<file path="config.mk">
export PLATFORM = sky130hd
export DESIGN_NAME = sobel_edge_stage
export DESIGN_NICKNAME = d
export VERILOG_FILES = /design/src/rtl/sobel_edge_stage.sv
export SDC_FILE = /design/constraint.sdc
export NUM_CORES = 1
export LEC_CHECK = 0
export CAP_MARGIN = 20
export CORE_MARGIN = 5
export CORE_UTILIZATION = 45
export DETAILED_ROUTE_END_ITERATION = 10
export PLACE_DENSITY = 0.68
export SLEW_MARGIN = 20
export SYNTH_ARGS = -nofsm -noshare
export SYNTH_HDL_FRONTEND = slang
export SYNTH_SLANG_ARGS = --single-unit
</file>
<file path="constraint.sdc">
create_clock -name clk -period 5.1 [get_ports clk]
set_clock_uncertainty 0.2 [all_clocks]
set_input_delay 1.02 -clock clk [delete_from_list [all_inputs] [get_ports clk]]
set_output_delay 1.02 -clock clk [all_outputs]
set_load 0.005 [all_outputs]
</file>
<file path="src/rtl/sobel_edge_stage.sv">
// sobel_edge_stage: three-stage pipelined 3x3 Sobel gradient magnitude with
// border masking, thresholded edge bit and end-of-frame marker.
//
// Valid semantics: win_valid qualifies P1..P9 in the cycle it is high and the
// stage always accepts (no ready). edge_valid is win_valid delayed by exactly
// three register stages; edge_mag/edge_bin/frame_done are 0 whenever
// edge_valid is 0.
module sobel_edge_stage #(
  parameter int data_width = 8,
  parameter int line_width = 317,
  parameter int line_count = 240
) (
  input  logic                  clk,
  input  logic                  rst,
  input  logic                  win_valid,
  input  logic [data_width-1:0] P1,
  input  logic [data_width-1:0] P2,
  input  logic [data_width-1:0] P3,
  input  logic [data_width-1:0] P4,
  input  logic [data_width-1:0] P5,
  input  logic [data_width-1:0] P6,
  input  logic [data_width-1:0] P7,
  input  logic [data_width-1:0] P8,
  input  logic [data_width-1:0] P9,
  input  logic [data_width-1:0] threshold,
  output logic                  edge_valid,
  output logic [data_width-1:0] edge_mag,
  output logic                  edge_bin,
  output logic                  frame_done
);

  // Partial sums are unsigned SW bits; signed differences and the |Gx|+|Gy|
  // sum are DW bits.
  localparam int SW    = data_width + 2;
  localparam int DW    = data_width + 3;
  localparam int COL_W = $clog2(line_width);
  localparam int ROW_W = $clog2(line_count);

  // Window position of the next accepted window.
  logic [COL_W-1:0] col;
  logic [ROW_W-1:0] row;

  // Stage 1 registers.
  logic          s1_valid, s1_mask, s1_last;
  logic [SW-1:0] s1_x_pos, s1_x_neg, s1_y_pos, s1_y_neg;

  // Stage 2 registers.
  logic          s2_valid, s2_mask, s2_last;
  logic [SW-1:0] s2_abs_x, s2_abs_y;

  // Combinational values feeding the stage registers.
  logic [SW-1:0]         x_pos, x_neg, y_pos, y_neg;
  logic signed [DW-1:0]  diff_x, diff_y;
  logic [SW-1:0]         abs_x, abs_y;
  logic [DW-1:0]         mag_sum;
  logic [data_width-1:0] mag_sat;
  logic                  col_last, row_last, border;

  // P5 does not contribute to either Sobel kernel.
  logic unused_center;
  assign unused_center = ^P5;

  // Position decode on the current (pre-advance) counter values.
  always_comb begin
    col_last = (col == COL_W'(line_width - 1));
    row_last = (row == ROW_W'(line_count - 1));
    border   = (col < COL_W'(2)) || (row < ROW_W'(2));
  end

  // Column/row counters advance only on accepted windows; both wrap together
  // at frame end.
  always_ff @(posedge clk) begin
    if (rst) begin
      col <= '0;
      row <= '0;
    end else if (win_valid) begin
      if (col_last) begin
        col <= '0;
        row <= row_last ? '0 : row + ROW_W'(1);
      end else begin
        col <= col + COL_W'(1);
      end
    end
  end

  // Stage 1 arithmetic: the four weighted column/row sums.
  always_comb begin
    x_pos = {2'b00, P3} + {1'b0, P6, 1'b0} + {2'b00, P9};
    x_neg = {2'b00, P1} + {1'b0, P4, 1'b0} + {2'b00, P7};
    y_pos = {2'b00, P7} + {1'b0, P8, 1'b0} + {2'b00, P9};
    y_neg = {2'b00, P1} + {1'b0, P2, 1'b0} + {2'b00, P3};
  end

  // Stage 1 register: partial sums plus valid, border mask and last flags.
  always_ff @(posedge clk) begin
    if (rst) begin
      s1_valid <= 1'b0;
      s1_mask  <= 1'b0;
      s1_last  <= 1'b0;
      s1_x_pos <= '0;
      s1_x_neg <= '0;
      s1_y_pos <= '0;
      s1_y_neg <= '0;
    end else begin
      s1_valid <= win_valid;
      s1_mask  <= win_valid && border;
      s1_last  <= win_valid && col_last && row_last;
      s1_x_pos <= x_pos;
      s1_x_neg <= x_neg;
      s1_y_pos <= y_pos;
      s1_y_neg <= y_neg;
    end
  end

  // Stage 2 arithmetic: signed gradients and their magnitudes.
  always_comb begin
    diff_x = $signed({1'b0, s1_x_pos}) - $signed({1'b0, s1_x_neg});
    diff_y = $signed({1'b0, s1_y_pos}) - $signed({1'b0, s1_y_neg});
    abs_x  = diff_x[DW-1] ? SW'(-diff_x) : SW'(diff_x);
    abs_y  = diff_y[DW-1] ? SW'(-diff_y) : SW'(diff_y);
  end

  // Stage 2 register: |Gx|, |Gy| and forwarded flags.
  always_ff @(posedge clk) begin
    if (rst) begin
      s2_valid <= 1'b0;
      s2_mask  <= 1'b0;
      s2_last  <= 1'b0;
      s2_abs_x <= '0;
      s2_abs_y <= '0;
    end else begin
      s2_valid <= s1_valid;
      s2_mask  <= s1_mask;
      s2_last  <= s1_last;
      s2_abs_x <= abs_x;
      s2_abs_y <= abs_y;
    end
  end

  // Stage 3 arithmetic: magnitude sum saturated to the pixel width.
  always_comb begin
    mag_sum = {1'b0, s2_abs_x} + {1'b0, s2_abs_y};
    mag_sat = (|mag_sum[DW-1:data_width]) ? '1 : mag_sum[data_width-1:0];
  end

  // Stage 3 register: masking, threshold compare and output drive.
  always_ff @(posedge clk) begin
    if (rst) begin
      edge_valid <= 1'b0;
      edge_mag   <= '0;
      edge_bin   <= 1'b0;
      frame_done <= 1'b0;
    end else begin
      edge_valid <= s2_valid;
      edge_mag   <= (s2_valid && !s2_mask) ? mag_sat : '0;
      edge_bin   <= s2_valid && !s2_mask && (mag_sat >= threshold);
      frame_done <= s2_valid && s2_last;
    end
  end

endmodule

</file>
==> flow_summary.toml, run 1 <==
[clock_network]
cts_tree = "done"
postCtsSetupRepairBufs = 0
postCtsHoldBufs = 0
cts_root_buffer = "sky130_fd_sc_hd__clkbuf_16"
numCtsBuffers = 9
cts_num_sinks = 94
post_cts.resized_instances = 0
clk_pin_slew_ns = 0.07
clock_tree.htree_level_count = 3
clock_tree.buffer_depth = 2
insertion_delay_of_the_later_clocked_pin_in_the_worst_skew_pair_ns = 0.35

[placement]
placed_cell_area_um2 = 7410
placedCellCount = 946
finalWeightedCongestion = 0.906
place.port_buffers = 85
dpl.hpwl_mm = 11.3

[timing]
timing.final.max_slew_violations = 0
layout_min_cycle_time_ns = 4.10
finalHoldViolations = 0
timing_worst_slew_pin_value_ns = 0.699
fmax_mhz = 244
setup_total_negative_slack_ns = 0
period_share = 0.805
maxSlewHeadroom = 0.534
setup_viol_count_final = 0
hold_slack_ns = 0.228
rsz0062_at_grt = "false"

[worst_setup_path]
cp.arrival_ns = 4.14
crit_chain = "ha_1, fa_1, a21o_1, a21oi_2, nor2b_2, o31ai_4, mux2i_1, or4b_1, nor2_1, ha_1, nand2b_1, a21o_1, a21oi_1, nor2b_1, o21ai_0, a21oi_1, o31a_1"
slowest_delay_ns = 0.70
timing.critical_path.slowest_stage_cell = "sky130_fd_sc_hd__or4b_1"
crit_path_end_kind = "register"
setup.worst_path.class = "reg2reg"
worst-path-max-fanout = 16
critical_path.startpoint_type = "register"
crit_required_ns = 5.14

[global_routing]
overflow = 0
grt_pass1_wl_mm = 22.8
antenna_found_initial = 0
grtUsageTotal = 0.170
maximum_number_of_pins_on_one_net_before_global_route_repair = 72
grt_pass1_vias = 4961

[synth]
synth_nets = 892
post_synth_edffs = 0
synthTopCellsByArea = "sky130_fd_sc_hd__dfxtp_1 29%, sky130_fd_sc_hd__ha_1 15%, sky130_fd_sc_hd__fa_1 11%"
area_fraction_of_the_dominant_cell_type_after_synthesis = 0.294
syn-mean-instance-area_um2 = 9.20
number_of_instances_in_the_synthesized_netlist = 695
synthDistinctLibCells = 60
dominantRegCellSynth = "sky130_fd_sc_hd__dfxtp_1"
synth.ff_latch_count = 94
post_synth_instance_area_um2 = 6400
synth_seq_area_share = 0.294
yosys_warnings = 0
synth-async-reset-ratio = 0
synthDominantAreaCellType = "sky130_fd_sc_hd__dfxtp_1"

[floorplanning]
floorplan_row_count = 43
die_h_um = 129
coreArea_um2 = 13900
num_io_pins = 94
floorplan.die.width_um = 129
initial_utilization = 0.459
die_area_um2 = 16700

[layout]
areaGrowthSynthToFinish_pct = 21.1
layout-drive-gt1-share = 0.0512
num-nets-final = 974
antennaDiodeCount = 0
post_layout_nonfiller_instances = 962
design_area_um2 = 7750
number_of_filler_instances_in_the_final_layout = 1213

[power_and_ir_drop]
power-per-cell-area_nw_per_um2 = 436
ir_worst_vdd_uv = 184
total_power_mw = 3.38
p_leak_nw = 3.35

[routing]
count_of_nets_left_with_antenna_violations_after_detail_routing = 0
vias_per_cell = 5.10
first_iter_violations = 266
drt_pre_antenna_iters = 4
total_vias_in_the_final_route = 4908
post_drt_wl_per_cell_um = 14.0
routed_wirelength_mm = 13.4
detail_route.drc_violations = 0

[run_status]
status = "finished, final reports clean"

[job]
max_cap_violations = 0

[worst_hold_path]
type_of_the_tightest_min_delay_check = "reg2reg"
## path summary, 6_finish.rpt
path / slack [ns] / cells past startpoint / startpoint / to
worst max-delay path: 1.0 / 17 / s2_abs_x[0] / edge_bin
worst min-delay path: 0.23 / 1 / s2_last / frame_done
worst max register to register: 1.0 / 17 / s2_abs_x[0] / edge_bin
worst min register to register: 0.23 / 1 / s2_last / frame_done
## synth_stat cells (all sizes together), types with 22 or more instances
cell / n
dfxtp: 94
ha: 79
nor2: 68
inv: 67
o21ai: 42
a21oi: 41
fa: 35
nor2b: 28
xnor2: 28
xor2: 25
nand2: 22
## area by class of cell
| cell class | count | area, µm² | area share |
|---|---|---|---|
| sequential | 94 | 1880 | 0.243 |
| inverter | 68 | 255 | 0.0330 |
| clock buffer | 9 | 225 | 0.0291 |
| clock inverter | 7 | 111 | 0.0144 |
| tap | 180 | 225 | 0.0291 |
| multi-input combinational | 518 | 4190 | 0.541 |
| timing repair buffer | 86 | 853 | 0.110 |
## state kept, by name (all words and copies together) (netlist names), 8 cells and up
signal and flops:
s1_x_neg 10, s1_x_pos 10, s1_y_neg 10, s1_y_pos 10, s2_abs_x 10, s2_abs_y 10
col 9, edge_mag 8, row 8
## cells by family after synthesis
group | count (synthesis) | share of synthesized area
adder cells (fa/ha/maj) | 114 | 0.264
AND/OR/NAND/NOR | 200 | 0.162
XOR/XNOR | 53 | 0.0726
AO/OA/AOI/OAI | 145 | 0.148
flip-flops | 94 | 0.294
multiplexers | 6 | 0.00939
buffers and inverters | 83 | 0.0503
## worst max-delay path: cells and delay by family, from the launching register on
| kind | cells | cell delay (ns) |
|---|---|---|
| compound gates | 8 | 1.34 |
| fa+ha+maj | 3 | 0.87 |
| flops | 1 | 0.30 |
| mux | 1 | 0.09 |
| simple gates | 5 | 1.18 |
## cell usage in the layout (no fill, tap or decap), drive strengths merged, types with 4 or more instances in the layout
master / synthesis / layout
a21boi: 5 / 5
and3: 9 / 9
nor2: 68 / 68
o31ai: 4 / 4
xnor2: 28 / 28
o21a: 15 / 15
inv: 67 / 71
fa: 35 / 35
ha: 79 / 79
or2: 11 / 11
or3: 6 / 6
a21oi: 41 / 41
clkdlybuf4s50: 0 / 84
o21ai: 42 / 42
a21o: 14 / 14
nand2: 22 / 22
nor3: 15 / 15
xor2: 25 / 25
clkbuf: 11 / 9
nor4: 5 / 5
nand4: 12 / 12
dfxtp: 94 / 94
nand2b: 7 / 7
nor2b: 28 / 28
mux2i: 6 / 6
nand3: 7 / 7
## per-stage QoR
| stage | worst slack, ns | util |
|---|---|---|
| 2_1_floorplan | 1.29 | - |
| 3_3_place_gp | 0.987 | 0.532 |
| 3_5_place_dp | 0.937 | 0.532 |
| 4_1_cts | 0.944 | 0.556 |
| 5_1_grt | 0.728 | 0.556 |
| 6_report | 0.995 | 0.556 |
## per-layer routing
metal | share of wire | global-route usage | wire (µm)
met5 | 0 | 0 | 0
met4 | 0.025 | 0.0673 | 332
met3 | 0.054 | 0.0363 | 731
met2 | 0.48 | 0.295 | 6450
met1 | 0.44 | 0.205 | 5920
## power breakdown
group / switching, mW / leakage (nW) / internal (mW) / total [mW]
sequential: 0.0526 / 0.776 / 0.867 / 0.920
clock: 0.302 / 0.166 / 0.442 / 0.744
combinational: 0.925 / 2.41 / 0.789 / 1.71
total: 1.28 / 3.35 / 2.10 / 3.38
Power figures use the tool's default switching activity.
==> inputs of run 2 (changes only) <==
==> constraint.sdc (replaced) <==
create_clock -name clk -period 4 [get_ports clk]
set_clock_uncertainty 0.2 [all_clocks]
set_input_delay 0.8 -clock clk [delete_from_list [all_inputs] [get_ports clk]]
set_output_delay 0.8 -clock clk [all_outputs]
set_load 0.005 [all_outputs]
==> run 2 against run 1 <==
Effect of this change:
- non-clock buffer count rose by 2
- utilization barely moved
- combinational power rose by 33%
- worst setup slack got worse by 0.79 ns
- sequential share of layout area hardly changed
- design area hardly changed
- die area stayed put
- register-to-register slack worse by 0.79 ns
- sequential power rose by 28%
- global-route usage about the same
- largest cell class unchanged
==> flow_summary.toml, run 2 (synthesized netlist as in run 1, its figures left out) <==
[clock_network]
clk_pin_slew_ns = 0.06
numCtsBuffers = 9
postCtsHoldBufs = 0
cts_tree = "done"
cts_num_sinks = 94
post_cts.resized_instances = 0
cts_root_buffer = "sky130_fd_sc_hd__clkbuf_16"
postCtsSetupRepairBufs = 0
clock_tree.buffer_depth = 2
insertion_delay_of_the_later_clocked_pin_in_the_worst_skew_pair_ns = 0.33
clock_tree.htree_level_count = 3

[layout]
mostFrequentLayoutCells = "93 x sky130_fd_sc_hd__dfxtp_1, 84 x sky130_fd_sc_hd__clkdlybuf4s50_1, 78 x sky130_fd_sc_hd__ha_1, 68 x sky130_fd_sc_hd__nor2_1, 67 x sky130_fd_sc_hd__inv_1"
multi_input_area_um2 = 4220
design_area_um2 = 7740
layout.cells.most_common = "sky130_fd_sc_hd__dfxtp_1"
num-nets-final = 976
post_layout_nonfiller_instances = 964
register_cell_area_after_layout_um2 = 1880
layout-drive-gt1-share = 0.0562
post-route-util = 0.556
areaGrowthSynthToFinish_pct = 21.0
number_of_filler_instances_in_the_final_layout = 1242

[job]
max_cap_violations = 0

[power_and_ir_drop]
power.internal_mw = 2.67
combPwrFrac = 0.531
power-per-cell-area_nw_per_um2 = 552
share_clk_of_total_power = 0.194
p_seq_frac = 0.275
ir_worst_vdd_uv = 226
switching_share_of_power = 0.376
p_leak_nw = 3.32
switchingPower_mw = 1.61
total_power_mw = 4.27

[worst_setup_path]
cp.arrival_ns = 3.81
setup.worst_path.class = "reg2reg"
crit_path_end = "edge_bin"
crit_path_end_kind = "register"
reg2reg_from = "s2_abs_y[0]"
rrSetupSlack_ns = 0.21
r2r_cells = 16
crit-reg2reg-capture = "edge_bin"
critical_path.startpoint_type = "register"
setup.worst_path.start = "s2_abs_y[0]"
worst-path-max-fanout = 5
crit_required_ns = 4.01

[timing]
period_share = 0.948
timing_worst_slew_pin_value_ns = 0.696
setup_viol_count_final = 0
timing.final.max_slew_violations = 0
rsz0062_at_grt = "false"
fmax_mhz = 264
layout_min_cycle_time_ns = 3.79
maxSlewHeadroom = 0.536
finalHoldViolations = 0
setup_total_negative_slack_ns = 0

[floorplanning]
die_area_um2 = 16700
floorplan_row_count = 43
die_h_um = 129
num_io_pins = 94
coreArea_um2 = 13900
floorplan.die.width_um = 129
initial_utilization = 0.459

[routing]
total_vias_in_the_final_route = 4938
vias_per_cell = 5.12
detailroute.wirelength.met3_um = 750
count_of_nets_left_with_antenna_violations_after_detail_routing = 0
met1_length_mm = 5.97
top_signal_layer_used = "met4"
drt_pre_antenna_iters = 6
post_drt_wl_per_cell_um = 14.1
detail_route.drc_violations = 0
routed_wirelength_mm = 13.6
first_iter_violations = 263
route.met2.wl_mm = 6.45

[placement]
dpl.hpwl_mm = 11.4
placed_cell_area_um2 = 7420
finalWeightedCongestion = 0.961
place.port_buffers = 85
placedCellCount = 948

[global_routing]
overflow = 0
grt_pass1_vias = 4927
grt_pass1_wl_mm = 22.8
maximum_number_of_pins_on_one_net_before_global_route_repair = 71
grtUsageTotal = 0.170
antenna_found_initial = 0

[run_status]
status = "finished, final reports clean"

[worst_hold_path]
type_of_the_tightest_min_delay_check = "reg2reg"
==> run 2: cell types whose count changed in the layout (fill, tap and decap cells not counted), moves of 2 or more <==
| cell | previous run | this run |
|---|---|---|
| sky130_fd_sc_hd__clkinvlp_4 | 0 | 2 |
| sky130_fd_sc_hd__buf_4 | 1 | 3 |
| sky130_fd_sc_hd__clkbuf_1 | 0 | 2 |
| sky130_fd_sc_hd__inv_8 | 3 | 0 |
==> run 2: power by group through the flow <==
stage | sequential (mW) | combinational [mW] | clock, mW
after detailed placement | 1.20 | 2.23 | 0
final | 1.18 | 2.27 | 0.829
after global placement | 1.20 | 2.14 | 0
after global routing | 1.19 | 2.58 | 0.892
after CTS | 1.18 | 2.25 | 0.860
after floorplan | 1.17 | 1.74 | 0
==> run 2: worst max-delay path: stages, from the launching register on <==
cell	delay, ns
sky130_fd_sc_hd__dfxtp_1	0.33
sky130_fd_sc_hd__ha_4	0.17
sky130_fd_sc_hd__fa_2	0.36
sky130_fd_sc_hd__a21o_1	0.18
sky130_fd_sc_hd__a21oi_2	0.17
sky130_fd_sc_hd__nor2b_2	0.09
sky130_fd_sc_hd__o31ai_4	0.20
sky130_fd_sc_hd__mux2i_1	0.11
sky130_fd_sc_hd__or4b_4	0.58
sky130_fd_sc_hd__or2_1	0.23
sky130_fd_sc_hd__ha_1	0.28
sky130_fd_sc_hd__a21o_1	0.18
sky130_fd_sc_hd__a21oi_2	0.14
sky130_fd_sc_hd__nor2b_1	0.06
sky130_fd_sc_hd__o21ai_1	0.11
sky130_fd_sc_hd__a21oi_1	0.08
sky130_fd_sc_hd__o31a_1	0.23
==> run 2: how the worst min path moves through the flow <==
stage / cells after the start / end / start
after global routing: 1 / frame_done / s2_last
after floorplan: 1 / frame_done / s2_last
after global placement: 1 / frame_done / s2_last
after detailed placement: 1 / frame_done / s2_last
final: 1 / frame_done / s2_last
after CTS: 1 / frame_done / s2_last
==> run 2: cell type report <==
| type | count | area share |
|---|---|---|
| sequential | 94 | 0.243 |
| multi-input combinational | 518 | 0.545 |
| inverter | 68 | 0.0330 |
| antenna | 1 | 0.000323 |
| tap | 180 | 0.0291 |
| timing repair buffer | 88 | 0.112 |
| clock inverter | 3 | 0.00582 |
| clock buffer | 12 | 0.0318 |
==> run 2: routing by layer <==
layer	GRT usage	vias up
met1	0.212	2241
met4	0.0821	0
met2	0.285	138
met3	0.0297	22
li1	-	2537
met5	0	-
==> run 2: per-stage QoR <==
stage / hold WS (ns) / setup slack, ns
finish: 0.235 / 0.206
detailed placement: 0.225 / 0.0428
global route: 0.265 / 0.0256
floorplan: 0.206 / 0.195
CTS: 0.236 / 0.0284
global placement: 0.211 / 0.118
